<file path="src/rtl/bcd2_seg_scan_if.sv">
// bcd2_seg_scan_if: BCD input/load handshake and two-digit seven-segment drive bundle
interface bcd2_seg_scan_if;
  logic [4:0] bcd_in;
  logic       load;
  logic       blank;
  logic       load_ack;
  logic       err;
  logic [6:0] seg_n;
  logic       dp_n;
  logic [1:0] an_n;
  modport master(output bcd_in, load, blank, input load_ack, err, seg_n, dp_n, an_n);
  modport slave(input bcd_in, load, blank, output load_ack, err, seg_n, dp_n, an_n);
endinterface

</file>
<file path="src/rtl/bcd2_seg_scan.sv">
// bcd2_seg_scan: latches a 5-bit BCD value and scans it onto two common-anode digits (clk, rst_n, io: bcd_in/load/blank in, load_ack/err/seg_n/dp_n/an_n out)
module bcd2_seg_scan #(
  parameter int CLK_DIV  = 4,
  parameter int GAP_CYC  = 1,
  parameter int BLANK_LZ = 1
) (
  input  logic clk,
  input  logic rst_n,
  bcd2_seg_scan_if.slave io
);
  localparam int CW = $clog2(CLK_DIV > GAP_CYC ? CLK_DIV : GAP_CYC);
  typedef enum logic [2:0] {OFF, DIG0, GAP0, DIG1, GAP1} state_t;
  state_t state, state_nxt;
  logic [CW-1:0] cnt, cnt_nxt;
  logic [4:0] hold, shown, shown_nxt;
  logic [1:0] an_nxt;
  logic [6:0] seg_nxt;
  logic done;
  function automatic logic [6:0] dec(input logic [3:0] d);
    case (d)
      4'd0:    dec = 7'b1000000;
      4'd1:    dec = 7'b1111001;
      4'd2:    dec = 7'b0100100;
      4'd3:    dec = 7'b0110000;
      4'd4:    dec = 7'b0011001;
      4'd5:    dec = 7'b0010010;
      4'd6:    dec = 7'b0000010;
      4'd7:    dec = 7'b1111000;
      4'd8:    dec = 7'b0000000;
      4'd9:    dec = 7'b0010000;
      default: dec = 7'b0000110;
    endcase
  endfunction
  always_comb begin
    done = cnt == ((state == DIG0 || state == DIG1) ? CW'(CLK_DIV - 1) : CW'(GAP_CYC - 1));
    state_nxt = state;
    if (io.blank) state_nxt = OFF;
    else
      case (state)
        OFF:     state_nxt = DIG0;
        DIG0:    state_nxt = done ? GAP0 : DIG0;
        GAP0:    state_nxt = done ? DIG1 : GAP0;
        DIG1:    state_nxt = done ? GAP1 : DIG1;
        GAP1:    state_nxt = done ? DIG0 : GAP1;
        default: state_nxt = OFF;
      endcase
    // OFF parks the counter at zero so a long blank can never overflow it
    cnt_nxt = (state_nxt != state || state_nxt == OFF) ? '0 : cnt + 1'b1;
    // new value is only taken at a frame start, so a frame never tears
    shown_nxt = (state_nxt == DIG0 && state != DIG0) ? hold : shown;
    // a blanked leading zero still occupies its full slot to keep brightness even
    an_nxt = state_nxt == DIG0 ? 2'b10 :
             state_nxt == DIG1 ? ((BLANK_LZ != 0 && !shown_nxt[4]) ? 2'b11 : 2'b01) : 2'b11;
    seg_nxt = state_nxt == DIG0 ? dec(shown_nxt[3:0]) :
              state_nxt == DIG1 ? dec({3'b000, shown_nxt[4]}) : 7'h7F;
  end
  always_ff @(posedge clk or negedge rst_n)
    if (!rst_n) begin
      state       <= OFF;
      cnt         <= '0;
      hold        <= '0;
      shown       <= '0;
      io.an_n     <= 2'b11;
      io.seg_n    <= 7'h7F;
      io.load_ack <= 1'b0;
      io.err      <= 1'b0;
    end else begin
      state       <= state_nxt;
      cnt         <= cnt_nxt;
      shown       <= shown_nxt;
      io.an_n     <= an_nxt;
      io.seg_n    <= seg_nxt;
      io.load_ack <= io.load;
      io.err      <= hold[3:0] > 4'd9;
      if (io.load) hold <= io.bcd_in;
    end
  assign io.dp_n = 1'b1;
  a_one_anode: assert property (@(posedge clk) disable iff (!rst_n) io.an_n != 2'b00);
endmodule

</file>
<file path="src/flat_wrapper.sv">
// flat-port wrapper written by rule: the top's interface ports become plain ports
module bcd2_seg_scan_flat 
#(
  parameter int CLK_DIV  = 4,
  parameter int GAP_CYC  = 1,
  parameter int BLANK_LZ = 1
)
  (clk, rst_n, io_bcd_in, io_load, io_blank, io_load_ack, io_err, io_seg_n, io_dp_n, io_an_n);
  bcd2_seg_scan_if io_i ();
  input  logic clk;
  input  logic rst_n;
  input wire logic [$bits(io_i.bcd_in)-1:0] io_bcd_in;
  input wire logic [$bits(io_i.load)-1:0] io_load;
  input wire logic [$bits(io_i.blank)-1:0] io_blank;
  output wire logic [$bits(io_i.load_ack)-1:0] io_load_ack;
  output wire logic [$bits(io_i.err)-1:0] io_err;
  output wire logic [$bits(io_i.seg_n)-1:0] io_seg_n;
  output wire logic [$bits(io_i.dp_n)-1:0] io_dp_n;
  output wire logic [$bits(io_i.an_n)-1:0] io_an_n;
  assign io_i.bcd_in = io_bcd_in;
  assign io_i.load = io_load;
  assign io_i.blank = io_blank;
  assign io_load_ack = io_i.load_ack;
  assign io_err = io_i.err;
  assign io_seg_n = io_i.seg_n;
  assign io_dp_n = io_i.dp_n;
  assign io_an_n = io_i.an_n;
  bcd2_seg_scan #(.CLK_DIV(CLK_DIV), .GAP_CYC(GAP_CYC), .BLANK_LZ(BLANK_LZ)) u_core (.clk(clk), .rst_n(rst_n), .io(io_i));
endmodule
</file>
<file path="config.mk">
export PLATFORM = sky130hd
export DESIGN_NAME = bcd2_seg_scan_flat
export DESIGN_NICKNAME = d
export VERILOG_FILES = /design/src/rtl/bcd2_seg_scan_if.sv /design/src/rtl/bcd2_seg_scan.sv /design/src/flat_wrapper.sv
export SDC_FILE = /design/constraint.sdc
export NUM_CORES = 1
export LEC_CHECK = 0
export BUFFER_PORTS_ARGS = -buffer_cell sky130_fd_sc_hd__buf_2
export CORE_ASPECT_RATIO = 1.4
export CORE_MARGIN = 3
export CORE_UTILIZATION = 56
export CTS_BUF_LIST = sky130_fd_sc_hd__clkbuf_4
export DETAILED_ROUTE_END_ITERATION = 10
export GPL_TIMING_DRIVEN = 0
export PLACE_DENSITY = 0.79
export RECOVER_POWER = 50
export SYNTH_ARGS = -nofsm -noshare
export SYNTH_HDL_FRONTEND = slang
export SYNTH_SLANG_ARGS = --single-unit
</file>
<file path="constraint.sdc">
create_clock -name clk -period 4.5 [get_ports clk]
set_input_delay 0.225 -clock clk [delete_from_list [all_inputs] [get_ports clk]]
set_output_delay 0.225 -clock clk [all_outputs]
set_load 0.1 [all_outputs]
</file>
==> results of run 1 <==
## metrics by stage
| stage | hold slack (ns) | utilization |
|---|---|---|
| after floorplan | -0.0706 | - |
| after global placement | 0.235 | 0.652 |
| after detailed placement | 0.250 | 0.652 |
| after CTS | 0.0733 | 0.668 |
| after global routing | 0.0985 | 0.667 |
| final | 0.114 | 0.667 |
## area by class of cell
class | instances | share of cell area
timing repair buffer | 20 | 0.0706
clock inverter | 1 | 0.00258
multi-input combinational | 81 | 0.398
clock buffer | 3 | 0.0155
sequential | 26 | 0.456
tap | 22 | 0.0189
buffer | 5 | 0.0207
inverter | 7 | 0.0181
## how the worst max path moves through the flow
stage,from,to,slack (ns),cells after the start
after global placement,u_core.state[1],u_core.io.seg_n[4],2.10,9
after global routing,u_core.state[1],u_core.io.seg_n[4],1.83,9
after CTS,u_core.state[1],u_core.io.seg_n[4],2.02,9
after floorplan,u_core.state[1],u_core.io.seg_n[4],2.33,9
after detailed placement,u_core.state[1],u_core.io.seg_n[4],2.07,9
final,u_core.state[1],u_core.io.seg_n[4],1.98,9
## per-layer routing
layer  vias to the layer above  track usage
li1                        468            -
met1                       463        0.241
met2                        35        0.310
met3                         7       0.0346
met4                         0        0.104
met5                         -            0
## layout by cell type, fill, tap and decap left out, types with 2 or more instances in the layout
| master | Yosys | routed |
|---|---|---|
| ha_1 | 5 | 5 |
| o22a_1 | 2 | 2 |
| o21a_1 | 2 | 2 |
| buf_2 | 0 | 17 |
| clkbuf_4 | 0 | 3 |
| inv_1 | 7 | 7 |
| dfstp_2 | 9 | 9 |
| a21oi_1 | 4 | 4 |
| mux2i_1 | 5 | 5 |
| mux2_2 | 5 | 5 |
| nor2_1 | 10 | 10 |
| nor3_1 | 4 | 4 |
| o21ai_0 | 5 | 5 |
| nor3b_1 | 2 | 2 |
| xor2_1 | 2 | 2 |
| nand2_1 | 7 | 7 |
| clkbuf_1 | 3 | 5 |
| o21ai_1 | 3 | 3 |
| dfrtp_1 | 17 | 17 |
| a21boi_0 | 2 | 2 |
| nand3_1 | 4 | 4 |
| o31ai_1 | 2 | 2 |
## worst reg2reg max path: cells and delay by family, from the launching register on
family,cells,cell delay (ns)
simple gates,3,0.68
compound gates,3,0.54
flops,1,0.48
mux,1,0.30
fa+ha+maj,1,0.30
buf+inv,1,0.14
## power by group through the flow
stage / combinational [uW] / sequential [uW] / clock, uW
6_report: 225 / 290 / 103
3_3_place_gp: 219 / 292 / 0
5_1_grt: 242 / 293 / 113
2_1_floorplan: 88.8 / 385 / 0
3_5_place_dp: 224 / 293 / 0
4_1_cts: 226 / 289 / 103
## kinds of logic after synthesis
kind of cell | synth area share
buffers and inverters | 0.0434
other | 0.00289
AOI/OAI and AO/OA | 0.145
adders and majority gates | 0.0483
and+or+nand+nor | 0.125
xor gates and xnor gates | 0.0203
DFF | 0.511
muxes | 0.104
## repair_timing
item	4_1_cts	5_1_grt
hold buffers	1	0
setup endpoints to repair	0	0
hold endpoints to repair	17	0
## flip-flops by register name, indices dropped and copies added, names as in the netlist
signal	flops
u_core.io.load_ack	1
u_core.state	3
u_core.io.err	1
u_core.io.seg_n	7
u_core.io.an_n	2
u_core.cnt	2
u_core.shown	5
u_core.hold	5
==> flow_summary_export.csv, run 1 <==
group,metric,value,unit
critical_path,r2r-end,"u_core.io.seg_n[4]",
sta,fmax,0.397,GHz
critical_path,rrSetupSlack,1.98,ns
clocking,post_cts_resized,0,
critical_path,path_cells,"or3_1 > nand2b_4 > buf_6 > mux2i_1 > ha_1 > nand2_1 > o221ai_1 > o21ai_0 > o31ai_1",
cells_and_area,areaGrowthSynthToFinish,12.1,%
drt,vias,973,
power,clkPwrFrac,0.167,
sta,timing.final.ws_setup,1.98,ns
floorplan,ios,21,
power,irDropWorstVdd,0.000284,V
drt,drtIter0Drc,34,
sta,period_needed,2.52,ns
power,internal_power,360,uW
worst_hold_path,hold_class,"input pin to flip-flop",
worst_hold_path,hp-start,"io_bcd_in[4]",
worst_hold_path,worstHoldPathCells,2,
power,p_comb_frac,0.364,
critical_path,crit_arrival,2.77,ns
synthesis,yosys-top-cells-count,"17 x dfrtp_1, 10 x nor2_1, 9 x dfstp_2",
clocking,cts_setup_buffers,0,
clocking,clock_latency,0.33,ns
drt,wl,2460,um
clocking,cts_made_buffers,3,
drt,route.met3.wl,116,um
global_routing,grt_pass1_vias,946,
sta,grt_setup_unrepaired,"no",
floorplan,die_w,46.7,um
critical_path,path_buf_inv,1,
cells_and_area,finalNetCount,158,
synthesis,synth_top_area_cell,"dfrtp_1",
clocking,clock_path_buffers,2,
clocking,cts_max_level,1,
synthesis,synth_cell_types,39,
cells_and_area,drive_gt1_frac,0.287,
critical_path,crit_family,"simple AND/OR/NAND/NOR gates",
sta,finalCritPeriodShare,0.560,
run,max_cap_violations,0,
cells_and_area,multi_input_area,578,um^2
placed_design,pre_cts_ws,2.07,ns
power,seq_power_share,0.469,
critical_path,critPathKind,"flip-flop to flip-flop",
drt,wl_met2,1260,um
placed_design,placed_area,1420,um^2
sta,setup_viol,0,
placed_design,io_buffer_count,19,
synthesis,synthArstFlopShare,1.00,
power,total_power,618,uW
synthesis,yosys_warnings,0,
drt,detail_route.wl_per_cell,14.9,um
drt,dr.pass1.iters,4,
placed_design,place_inst,160,
synthesis,yosysTopAreaCellShare,0.328,
synthesis,yosysSeqAreaShare,0.511,
synthesis,syn_inst,119,
critical_path,critPathSlowestCell,"dfrtp_1",
clocking,tritoncts,"done",
critical_path,cp_max_fo,8,
status,status,"finished, final reports clean",
critical_path,worst_setup_path_start_kind,"flip-flop",
drt,top_layer,"met4",
synthesis,synth.net_count,133,
sta,relSlewSlack,0.117,
critical_path,endpoint_kind,"flip-flop",
floorplan,die_h,62.9,um
sta,max_slew.worst_pin.slew,1.33,ns
drt,viasPerCell,5.90,
sta,finClkSkew,0.00690,ns
synthesis,synth_area_leaders,"dfrtp_1 33%, dfstp_2 18%, ha_1 4.8%",
synthesis,syn_area,1300,um^2
clocking,clk_pin_slew,0.14,ns
floorplan,start_util,0.595,
global_routing,overflow,0,
global_routing,grt_max_degree,27,
clocking,cts.sinks,26,
global_routing,grt_pass1_wl,4250,um
critical_path,slowest_delay,0.48,ns
synthesis,synth.avg_cell_area,10.9,um^2
synthesis,synth_enable_flop_cells,0,
cells_and_area,seq_area,662,um^2
drt,met1_length,1020,um
floorplan,core_area,2180,um^2
sta,finalHoldViolations,0,
cells_and_area,num_antenna_cells,0,
placed_design,gp_congestion,0.931,
cells_and_area,nFillCells,167,
placed_design,hpwlAfterDp,1730,um
critical_path,r2r_cells,9,
worst_hold_path,whs_endpoint,"u_core.hold[4]",
power,p_per_area,425,nW/um^2
drt,ant_nets,0,
drt,drc,0,
synthesis,synthFlopType,"dfrtp_1",
cells_and_area,fin_area,1450,um^2
power,leakagePower,0.000658,uW
critical_path,rr_startpoint,"u_core.state[1]",
sta,finalMaxSlewViolations,0,
cells_and_area,instances_no_fill,165,
floorplan,die_area,2940,um^2
critical_path,required,4.75,ns
synthesis,synth_seq_cells,26,
synthesis,synthMostInstantiatedCell,"dfrtp_1",
global_routing,grt_usage,0.195,
global_routing,antenna_found_initial,0,
clocking,clockRootBuffer,"clkbuf_4",
power,power.switching,258,uW
floorplan,fp-row-count,20,
power,swShare,0.417,
sta,tns,0,ns
No activity file was read; power rests on OpenSTA's default activity.
==> inputs of run 2 (changes only) <==
--- a/config.mk
+++ b/config.mk
@@ -8,11 +8,11 @@
 export BUFFER_PORTS_ARGS = -buffer_cell sky130_fd_sc_hd__buf_2
 export CORE_ASPECT_RATIO = 1.4
 export CORE_MARGIN = 3
-export CORE_UTILIZATION = 56
+export CORE_UTILIZATION = 52
 export CTS_BUF_LIST = sky130_fd_sc_hd__clkbuf_4
 export DETAILED_ROUTE_END_ITERATION = 10
 export GPL_TIMING_DRIVEN = 0
-export PLACE_DENSITY = 0.79
+export PLACE_DENSITY = 0.77
 export RECOVER_POWER = 50
 export SYNTH_ARGS = -nofsm -noshare
 export SYNTH_HDL_FRONTEND = slang
==> constraint.sdc (replaced) <==
create_clock -name clk -period 2.2 [get_ports clk]
set_input_delay 0.11 -clock clk [delete_from_list [all_inputs] [get_ports clk]]
set_output_delay 0.11 -clock clk [all_outputs]
set_load 0.1 [all_outputs]
==> run 2 against run 1 <==
Against the previous run:
- power is 130% higher
- sequential power is 110% higher
- final cell count is 9.7% higher
- fmax is 17% higher
- largest cell class unchanged
- global-route usage is 0.86 points lower
- critical path depth stayed put
- wire length is 5.3% higher
- worst hold slack worse by 0.11 ns
- first-iteration DRC count is 24% higher
- sequential share of layout area is 4.4 points lower
- cell area is 11% higher
==> flow_summary_export.csv, run 2 (synthesis gave the netlist of run 1 again) <==
group,metric,value,unit
status,status,"finished, final reports clean",
cells_and_area,drive_gt1_frac,0.378,
sta,period_needed,2.16,ns
critical_path,critPathKind,"flip-flop to flip-flop",
critical_path,crit_arrival,2.40,ns
floorplan,fp-row-count,20,
floorplan,die_w,48.2,um
drt,detail_route.wl_per_cell,14.3,um
critical_path,path_cells,"or3_4 > nand2b_4 > mux2i_4 > inv_2 > ha_4 > nand2_1 > o221ai_2 > o21ai_1 > o31ai_1",
floorplan,start_util,0.569,
cells_and_area,num_antenna_cells,0,
floorplan,die_area,3140,um^2
clocking,clock_path_buffers,2,
sta,finalHoldViolations,0,
cells_and_area,areaGrowthSynthToFinish,24.6,%
clocking,clockRootBuffer,"clkbuf_4",
clocking,cts.sinks,26,
critical_path,crit_family,"simple AND/OR/NAND/NOR gates",
sta,finalCritPeriodShare,0.981,
drt,viasPerCell,5.49,
critical_path,slowest_delay,0.44,ns
drt,vias,993,
sta,relSlewSlack,0.144,
power,leakagePower,0.000699,uW
placed_design,io_buffer_count,19,
placed_design,place_inst,171,
sta,finClkSkew,0.00388,ns
cells_and_area,finalNetCount,163,
global_routing,grt_pass1_vias,947,
critical_path,worst_setup_path_start_kind,"flip-flop",
cells_and_area,instances_no_fill,181,
cells_and_area,regMostFlops,"u_core.io.seg_n",
global_routing,grt_usage,0.187,
critical_path,endpoint_kind,"flip-flop",
sta,setup_viol,0,
clocking,clk_pin_slew,0.14,ns
drt,dr.pass1.iters,4,
global_routing,antenna_found_initial,0,
floorplan,core_area,2280,um^2
drt,ant_nets,0,
cells_and_area,final_common_cell,"buf_2",
cells_and_area,post-route-util,0.709,
drt,wl,2590,um
global_routing,grt_max_degree,27,
critical_path,cp_max_fo,6,
placed_design,gp_congestion,0.862,
power,irDropWorstVdd,0.000568,V
run,max_cap_violations,0,
sta,grt_setup_unrepaired,"yes",
clocking,cts_made_buffers,3,
global_routing,grt_pass1_wl,4220,um
clocking,clock_latency,0.33,ns
sta,max_slew.worst_pin.slew,1.28,ns
clocking,cts_max_level,1,
placed_design,placed_area,1430,um^2
critical_path,critPathSlowestCell,"dfrtp_2",
cells_and_area,fin_area,1620,um^2
sta,tns,0,ns
placed_design,hpwlAfterDp,1750,um
drt,drc,0,
floorplan,ios,21,
cells_and_area,largest_reg_flops,7,
critical_path,required,2.44,ns
power,p_per_area,888,nW/um^2
critical_path,path_buf_inv,1,
sta,fmax,0.464,GHz
cells_and_area,reg_top3,"u_core.io.seg_n (7), u_core.hold (5), u_core.shown (5)",
clocking,tritoncts,"done",
sta,finalMaxSlewViolations,0,
floorplan,die_h,65.1,um
cells_and_area,layout_common_cells,"17 x buf_2, 15 x dfrtp_1, 10 x nor2_1",
drt,drtIter0Drc,42,
global_routing,overflow,0,
worst_hold_path,hold_class,"input pin to flip-flop",
==> run 2: repair_timing <==
item / 4_1_cts / 5_1_grt
hold buffers: 5 / 1
gates resized for setup: 12 / 3
setup endpoints to repair: 7 / 3
endpoints found under the hold margin: 21 / 1
buffers inserted: 3 / 1
pin swaps: 3 / 2
==> run 2: layer usage <==
layer	share of wire	wire length, um	vias up	global-route usage
met5	0	0	-	0
met4	0.025	65	0	0.0808
met3	0.036	93	9	0.0278
met2	0.53	1380	35	0.325
met1	0.40	1040	472	0.209
li1	-	-	477	-
==> run 2: report_power, final <==
group	internal [uW]	switching (uW)	total [uW]
combinational	153	350	503
sequential	549	56.4	606
clock	184	141	325
total	886	547	1430
==> run 2: worst register-to-register path, stage by stage (launching register included) <==
cell	delay, ns
dfrtp_2	0.44
or3_4	0.40
nand2b_4	0.21
mux2i_4	0.24
inv_2	0.09
ha_4	0.15
nand2_1	0.06
o221ai_2	0.14
o21ai_1	0.10
o31ai_1	0.24
==> run 2: worst paths after layout <==
check                                start                 end  slack, ns  depth (start not counted)
min in group asynchronous            rst_n     u_core.state[1]       0.57                          2
hold reg to reg            u_core.shown[4]   u_core.io.an_n[1]       0.49                          1
setup / recovery           u_core.state[1]  u_core.io.seg_n[4]       0.04                          9
max in group asynchronous            rst_n     u_core.state[0]       0.80                          2
hold / removal                io_bcd_in[4]      u_core.hold[4]      0.007                          2
setup reg to reg           u_core.state[1]  u_core.io.seg_n[4]       0.04                          9
==> run 2: layout make-up <==
class	instances	area (um^2)
well taps	33	41.3
inverters	7	26.3
fillers	164	662
clock buffers	3	22.5
repair buffers	29	183
plain buffers	1	7.51
clock inverters	1	30.0
flip-flops and latches	26	664
multi-input cells	81	641
==> run 2: stage by stage <==
step	hold WS [ns]	setup slack (ns)	power, uW
global placement	0.117	-0.205	1040
finish	0.00709	0.0427	1430
global route	0.00294	-0.0714	1510
floorplan	-0.186	0.0331	970
CTS	0.00128	0.0466	1430
detailed placement	0.126	-0.280	1060
